`src/rtl/ab_drv_pkg.sv`:
```
`default_nettype none
// +------------------------------------------------------------------+
// | Package  : ab_drv_pkg                                            |
// | Purpose  : Shared types for the a/b sequence driver: command op  |
// |            codes, FSM state encoding and op -> {a,b} mapping.    |
// | Revision : 1.0  initial release                                  |
// +------------------------------------------------------------------+
package ab_drv_pkg;

  typedef enum logic [1:0] {
    OP_HOLD = 2'b00,  // a=0 b=0
    OP_STEP = 2'b01,  // a=1 b=0
    OP_PAIR = 2'b10,  // a=1 b=1
    OP_PARK = 2'b11   // a=0 b=1
  } ab_op_e;

  typedef enum logic [1:0] {
    ST_IDLE  = 2'd0,
    ST_DRIVE = 2'd1,
    ST_GAP   = 2'd2
  } drv_state_e;

  // Returns the {a,b} pair driven for a given op code.
  function automatic logic [1:0] op_to_ab(input ab_op_e op);
    logic [1:0] ab;
    case (op)
      OP_HOLD: ab = 2'b00;
      OP_STEP: ab = 2'b10;
      OP_PAIR: ab = 2'b11;
      OP_PARK: ab = 2'b01;
      default: ab = 2'b00;
    endcase
    return ab;
  endfunction

endpackage
`default_nettype wire

```
`src/rtl/ab_cmd_fifo.sv`:
```
`default_nettype none
// +------------------------------------------------------------------+
// | Module   : ab_cmd_fifo                                           |
// | Purpose  : Synchronous command FIFO. Pointers carry an extra     |
// |            wrap bit so full and empty are distinguishable.       |
// | Revision : 1.0  initial release                                  |
// +------------------------------------------------------------------+
module ab_cmd_fifo #(
  parameter int WIDTH = 6,
  parameter int DEPTH = 4
) (
  input  logic             clk,
  input  logic             rst,
  input  logic             push,
  input  logic [WIDTH-1:0] wr_data,
  input  logic             pop,
  output logic [WIDTH-1:0] rd_data,
  output logic             full,
  output logic             empty
);

  localparam int AW = $clog2(DEPTH);
  localparam logic [AW:0] PTR_ONE = (AW+1)'(1);

  logic [WIDTH-1:0] mem [DEPTH];
  logic [AW:0]      wr_ptr_q, wr_ptr_d;
  logic [AW:0]      rd_ptr_q, rd_ptr_d;

  assign empty   = (wr_ptr_q == rd_ptr_q);
  assign full    = (wr_ptr_q[AW] != rd_ptr_q[AW]) &&
                   (wr_ptr_q[AW-1:0] == rd_ptr_q[AW-1:0]);
  assign rd_data = mem[rd_ptr_q[AW-1:0]];

  // Pointer advance; callers guarantee no push when full and no pop when empty.
  always_comb begin
    wr_ptr_d = wr_ptr_q;
    rd_ptr_d = rd_ptr_q;
    if (push) wr_ptr_d = wr_ptr_q + PTR_ONE;
    if (pop)  rd_ptr_d = rd_ptr_q + PTR_ONE;
  end

  // Pointer registers; reset flushes the FIFO by equalising the pointers.
  always_ff @(posedge clk or negedge rst) begin
    if (!rst) begin
      wr_ptr_q <= '0;
      rd_ptr_q <= '0;
    end else begin
      wr_ptr_q <= wr_ptr_d;
      rd_ptr_q <= rd_ptr_d;
    end
  end

  // Storage is not reset; stale entries are unreachable once pointers are equal.
  always_ff @(posedge clk) begin
    if (push) mem[wr_ptr_q[AW-1:0]] <= wr_data;
  end

endmodule
`default_nettype wire

```
`src/rtl/ab_seq_driver.sv`:
```
`default_nettype none
// +------------------------------------------------------------------+
// | Module   : ab_seq_driver                                         |
// | Purpose  : Transmit side of the a/b control interface. Pops      |
// |            queued (op,len) commands, drives a/b for len cycles,  |
// |            idles one gap cycle, reports y0 count with done.      |
// | Options  : AB_CHECK_EN enables the sticky err protocol checker.  |
// | Revision : 1.0  initial release                                  |
// +------------------------------------------------------------------+
module ab_seq_driver
  import ab_drv_pkg::*;
#(
  parameter int LEN_W = 4,
  parameter int DEPTH = 4
) (
  input  logic             clk,
  input  logic             rst,
  input  logic             cmd_valid,
  output logic             cmd_ready,
  input  logic [1:0]       cmd_op,
  input  logic [LEN_W-1:0] cmd_len,
  output logic             a,
  output logic             b,
  input  logic             y0_in,
  input  logic             y1_in,
  output logic             busy,
  output logic             done,
  output logic [LEN_W-1:0] pulse_cnt,
  output logic             err
);

  localparam logic [LEN_W-1:0] LEN_ONE = LEN_W'(1);

  logic             fifo_full, fifo_empty, fifo_pop;
  logic [LEN_W+1:0] fifo_rd_data;
  ab_op_e           head_op;
  logic [LEN_W-1:0] head_len;

  drv_state_e       state_q, state_d;
  ab_op_e           op_q, op_d;
  logic [LEN_W-1:0] cnt_q, cnt_d;
  logic [LEN_W-1:0] acc_q, acc_d;
  logic [LEN_W-1:0] pulse_cnt_q, pulse_cnt_d;
  logic             a_q, a_d, b_q, b_d, done_q, done_d;

  // y1 is status only; it never influences control.
  logic unused_y1;
  assign unused_y1 = y1_in;

  assign cmd_ready = !fifo_full;
  assign head_op   = ab_op_e'(fifo_rd_data[LEN_W+1:LEN_W]);
  assign head_len  = fifo_rd_data[LEN_W-1:0];

  ab_cmd_fifo #(
    .WIDTH (LEN_W + 2),
    .DEPTH (DEPTH)
  ) u_fifo (
    .clk     (clk),
    .rst     (rst),
    .push    (cmd_valid && !fifo_full),
    .wr_data ({cmd_op, cmd_len}),
    .pop     (fifo_pop),
    .rd_data (fifo_rd_data),
    .full    (fifo_full),
    .empty   (fifo_empty)
  );

  // Next-state, counters and registered output values for the command sequencer.
  always_comb begin
    state_d     = state_q;
    op_d        = op_q;
    cnt_d       = cnt_q;
    acc_d       = acc_q;
    pulse_cnt_d = pulse_cnt_q;
    a_d         = 1'b0;
    b_d         = 1'b0;
    done_d      = 1'b0;
    fifo_pop    = 1'b0;
    case (state_q)
      ST_IDLE: begin
        if (!fifo_empty) begin
          fifo_pop = 1'b1;
          if (head_len != '0) begin
            state_d    = ST_DRIVE;
            op_d       = head_op;
            cnt_d      = head_len;
            acc_d      = '0;
            {a_d, b_d} = op_to_ab(head_op);
          end else begin
            // Zero-length command: skip straight to the gap with an empty count.
            state_d     = ST_GAP;
            done_d      = 1'b1;
            pulse_cnt_d = '0;
          end
        end
      end
      ST_DRIVE: begin
        if (y0_in && (acc_q != '1)) acc_d = acc_q + LEN_ONE;
        cnt_d = cnt_q - LEN_ONE;
        if (cnt_q == LEN_ONE) begin
          state_d     = ST_GAP;
          done_d      = 1'b1;
          pulse_cnt_d = acc_d;
        end else begin
          {a_d, b_d} = op_to_ab(op_q);
        end
      end
      ST_GAP: begin
        state_d = ST_IDLE;
      end
      default: begin
        state_d = ST_IDLE;
      end
    endcase
  end

  // Sequencer registers; reset discards any in-flight command without a done.
  always_ff @(posedge clk or negedge rst) begin
    if (!rst) begin
      state_q     <= ST_IDLE;
      op_q        <= OP_HOLD;
      cnt_q       <= '0;
      acc_q       <= '0;
      pulse_cnt_q <= '0;
      a_q         <= 1'b0;
      b_q         <= 1'b0;
      done_q      <= 1'b0;
    end else begin
      state_q     <= state_d;
      op_q        <= op_d;
      cnt_q       <= cnt_d;
      acc_q       <= acc_d;
      pulse_cnt_q <= pulse_cnt_d;
      a_q         <= a_d;
      b_q         <= b_d;
      done_q      <= done_d;
    end
  end

  assign a         = a_q;
  assign b         = b_q;
  assign done      = done_q;
  assign pulse_cnt = pulse_cnt_q;
  assign busy      = (state_q != ST_IDLE) || !fifo_empty;

`ifdef AB_CHECK_EN
  logic err_q, err_d;

  // A y0 pulse is only legal while both a and b are driven high.
  always_comb begin
    err_d = err_q | (y0_in & ~(a_q & b_q));
  end

  // Sticky error flag, cleared only by reset.
  always_ff @(posedge clk or negedge rst) begin
    if (!rst) err_q <= 1'b0;
    else      err_q <= err_d;
  end

  assign err = err_q;
`else
  assign err = 1'b0;
`endif

endmodule
`default_nettype wire

```
`config.mk`:
```
export PLATFORM = sky130hd
export DESIGN_NAME = ab_seq_driver
export DESIGN_NICKNAME = d
export VERILOG_FILES = /design/src/rtl/ab_drv_pkg.sv /design/src/rtl/ab_cmd_fifo.sv /design/src/rtl/ab_seq_driver.sv
export SDC_FILE = /design/constraint.sdc
export NUM_CORES = 1
export LEC_CHECK = 0
export ABC_CLOCK_PERIOD_IN_PS = 2500
export CAP_MARGIN = 10
export CORE_AREA = 2 2 86 55
export CTS_BUF_LIST = sky130_fd_sc_hd__clkbuf_4 sky130_fd_sc_hd__clkbuf_8 sky130_fd_sc_hd__clkbuf_16
export DETAILED_ROUTE_END_ITERATION = 16
export DIE_AREA = 0 0 88 57
export GPL_ROUTABILITY_DRIVEN = 0
export PLACE_DENSITY = 0.77
export SETUP_SLACK_MARGIN = 0.3
export SYNTH_ARGS = -nofsm -noshare
export SYNTH_HDL_FRONTEND = slang
export SYNTH_SLANG_ARGS = --single-unit
```
`constraint.sdc`:
```
create_clock -name clk -period 2.5 [get_ports clk]
set_clock_uncertainty 0.2 [all_clocks]
set_input_delay 0.25 -clock clk [delete_from_list [all_inputs] [get_ports clk]]
set_output_delay 0.25 -clock clk [all_outputs]
set_load 0.005 [all_outputs]
```
==> metrics.md <==
| Metric | Value |
|---|---|
| # hold bufs at CTS | `0` |
| Finished Core Util | `0.653` |
| Lkg Pwr | `between 1 and 1.5 nW` |
| DP Area | `around 2600 um2` |
| Starting density of the core | `0.536` |
| Share of cells above drive strength 1 | `0.205` |
| Synth Area per Inst | `12.8 um2` |
| Kind of critical path | `flop to flop` |
| Diodes inserted | `0` |
| Worst-Skew Late Latency | `roughly 0.29 ns` |
| Arr. time, crit path | `between 2 and 2.5 ns` |
| Net Count, Synth | `about 200` |
| Tmin final | `between 2 and 2.5 ns` |
| Most common cell after layout, fill and taps aside | `edfxtp_1` |
| CTS sink count | `a little under 50` |
| Max cap viols | `0` |
| Crit. End Element | `flop` |
| YS warnings | `0` |
| RSZ-0062 raised after global routing | `yes` |
| Period utilization | `0.908` |
| Initial DRT Pass Iterations | `4` |
| Post-DRT Antenna Nets | `0` |
| Min-delay worst type | `primary input to asynchronous set/reset pin` |
| Clk slew on worst S/H paths | `~0.080 ns` |
| Top cells by area, synth | `edfxtp_1 31%, dfrtp_1 27%, ha_1 6.0%` |
| Netlist Area Pre-Place | `2310 um2` |
| First-pass GRT wire length | `~7.7 mm` |
| DRT Wirelength | `4.53 mm` |
| All-Layer GR Usage | `0.205` |
| Post-synth top area share | `0.313` |
| Yosys cell types | `46` |
| Asr flop ratio synth | `0.510` |
| GRT Residual Overflow | `0` |
| DP HPWL | `around 3.2 mm` |
| # rows | `19` |
| Yosys top cell by area | `edfxtp_1` |
| Final Hold Fails | `0` |
| DRC viols | `0` |
| Outcome | `completed` |
| Final net count | `around 240` |
| CTS buffer count | `5` |
| H-tree depth | `2` |
| Top FF cell, synth | `dfrtp_1` |
| Setup TNS Final | `0 ns` |
| Synth Register Bits | `49` |
| Ports | `21` |
| Largest net degree at the start of global routing | `26` |
| Max VDD drop | `roughly 800 uV` |
| Via count | `between 1500 and 2000` |
| Area Overhead vs Synth | `21.9%` |
| Vias/cell | `approximately 5.6` |
| DRT iter0 DRCs | `159` |
| Pwr/cell area | `1320 nW/um2` |
| Clk Tree Root Cell | `clkbuf_8` |
| Element type at the critical path start | `flop` |
| CP Data Required Time | `roughly 2.5 ns` |
| Post-route cell area | `roughly 2800 um2` |
| Post-synthesis sequential area ratio | `0.584` |
| Commonest cells after routing, fill and taps aside | `24 x edfxtp_1, 23 x dfrtp_1, 17 x nand2_1` |
| Die Width | `between 80 and 90 um` |
| DIE HEIGHT | `between 50 and 60 um` |
| Mapped Cells | `between 150 and 200` |
| Number of global-route vias before repair | `roughly 1600` |
| Die ar. | `around 5000 um2` |
| Worst Reg-to-Reg Cells | `5` |
| I/O Buffers | `18` |
| Max clock buf depth | `2` |
| Max Fclk | `about 440 MHz` |
| Core area | `~4300 um2` |
| Slew Limit Fails | `0` |
| Final setup vio count | `0` |
| Wirelength per Cell | `16.3 um` |
| EDFF count, synth | `24` |
| CP Max Fanout | `6` |
| CTS tree | `yes` |
| Initial antenna violation count | `0` |
[power by group]
group,internal (mW),switching (mW),leakage [nW]
registers,1.14,0.271,0.531
clock network,0.217,0.234,0.0467
logic,0.935,0.901,0.579
total,2.30,1.41,1.16
[metrics by stage]
step                setup WS, ns  hold slack [ns]  cells  total power [mW]
finish                     0.229            0.121    278              3.70
global route               0.181            0.139    278              3.96
CTS                        0.238            0.129    277              3.62
detailed placement        0.0930            0.321    264              2.96
global placement           0.144            0.301    264              2.87
floorplan                  0.208           -0.246    180              2.41
[worst max-delay path: stages, from the launching register on]
cell     delay (ns)
dfrtp_2        0.41
buf_12         0.12
mux4_2         0.52
or4_4          0.53
and2_4         0.17
or2_1          0.21
[timing repair]
action | in CTS | in global routing
buffers inserted | 5 | 1
pin swaps | 4 | 4
resized for setup | 10 | 5
setup endpoints to repair | 46 | 37
[cell families after synthesis]
kind of cell | synth area share
DFF | 0.584
other | 0.00163
buffers and inverters | 0.0298
xor gates and xnor gates | 0.0380
muxes | 0.0727
adders and majority gates | 0.0597
AOI/OAI and AO/OA | 0.0922
and+or+nand+nor | 0.122
[worst paths after layout]
path	from	to	slack [ns]
max in group asynchronous	rst	u_fifo.rd_ptr_q[0]	1.69
worst min-delay path	rst	state_q[0]	0.12
worst max-delay path	u_fifo.rd_ptr_q[0]	state_q[0]	0.23
worst max register to register	u_fifo.rd_ptr_q[0]	state_q[0]	0.23
worst min register to register	pulse_cnt[1]	pulse_cnt[1]	0.35
min in group clk	pulse_cnt[1]	pulse_cnt[1]	0.35
[layout make-up]
cell class                 count  area (um2)
clock buffer                   7        83.8
clock inverter                 1        3.75
fill                         306        1490
inverter                       9        33.8
multi-input combinational    116         956
sequential                    49        1350
tap                           63        78.8
timing repair buffer          33         307
[synth_stat cells (2+ instances only)]
cell / number
and2_1: 5
ha_1: 11
xor2_1: 5
xnor2_1: 5
o22ai_1: 5
nand3_1: 10
edfxtp_1: 24
o211ai_1: 2
nor2_1: 9
inv_1: 9
clkbuf_1: 2
a22oi_1: 3
mux2_2: 2
mux4_2: 6
nand2_1: 17
dfrtp_1: 25
a31oi_1: 3
and3_1: 3
a21oi_1: 2
o21ai_0: 6
[per-layer routing]
metal | GRT usage | vias to the layer above | wire length, um
li1 | - | 727 | -
met3 | 0.0478 | 4 | 217
met1 | 0.296 | 775 | 2030
met2 | 0.326 | 49 | 2250
met4 | 0.0440 | 0 | 32
met5 | 0 | - | 0
[state kept, by name (all words and copies together) (netlist names), 2 cells and up]
register	count
acc_q	4
cnt_q	4
op_q	2
pulse_cnt	4
state_q	2
u_fifo.mem	24
u_fifo.rd_ptr_q	3
u_fifo.wr_ptr_q	3
No activity file was read; power rests on OpenSTA's default activity.
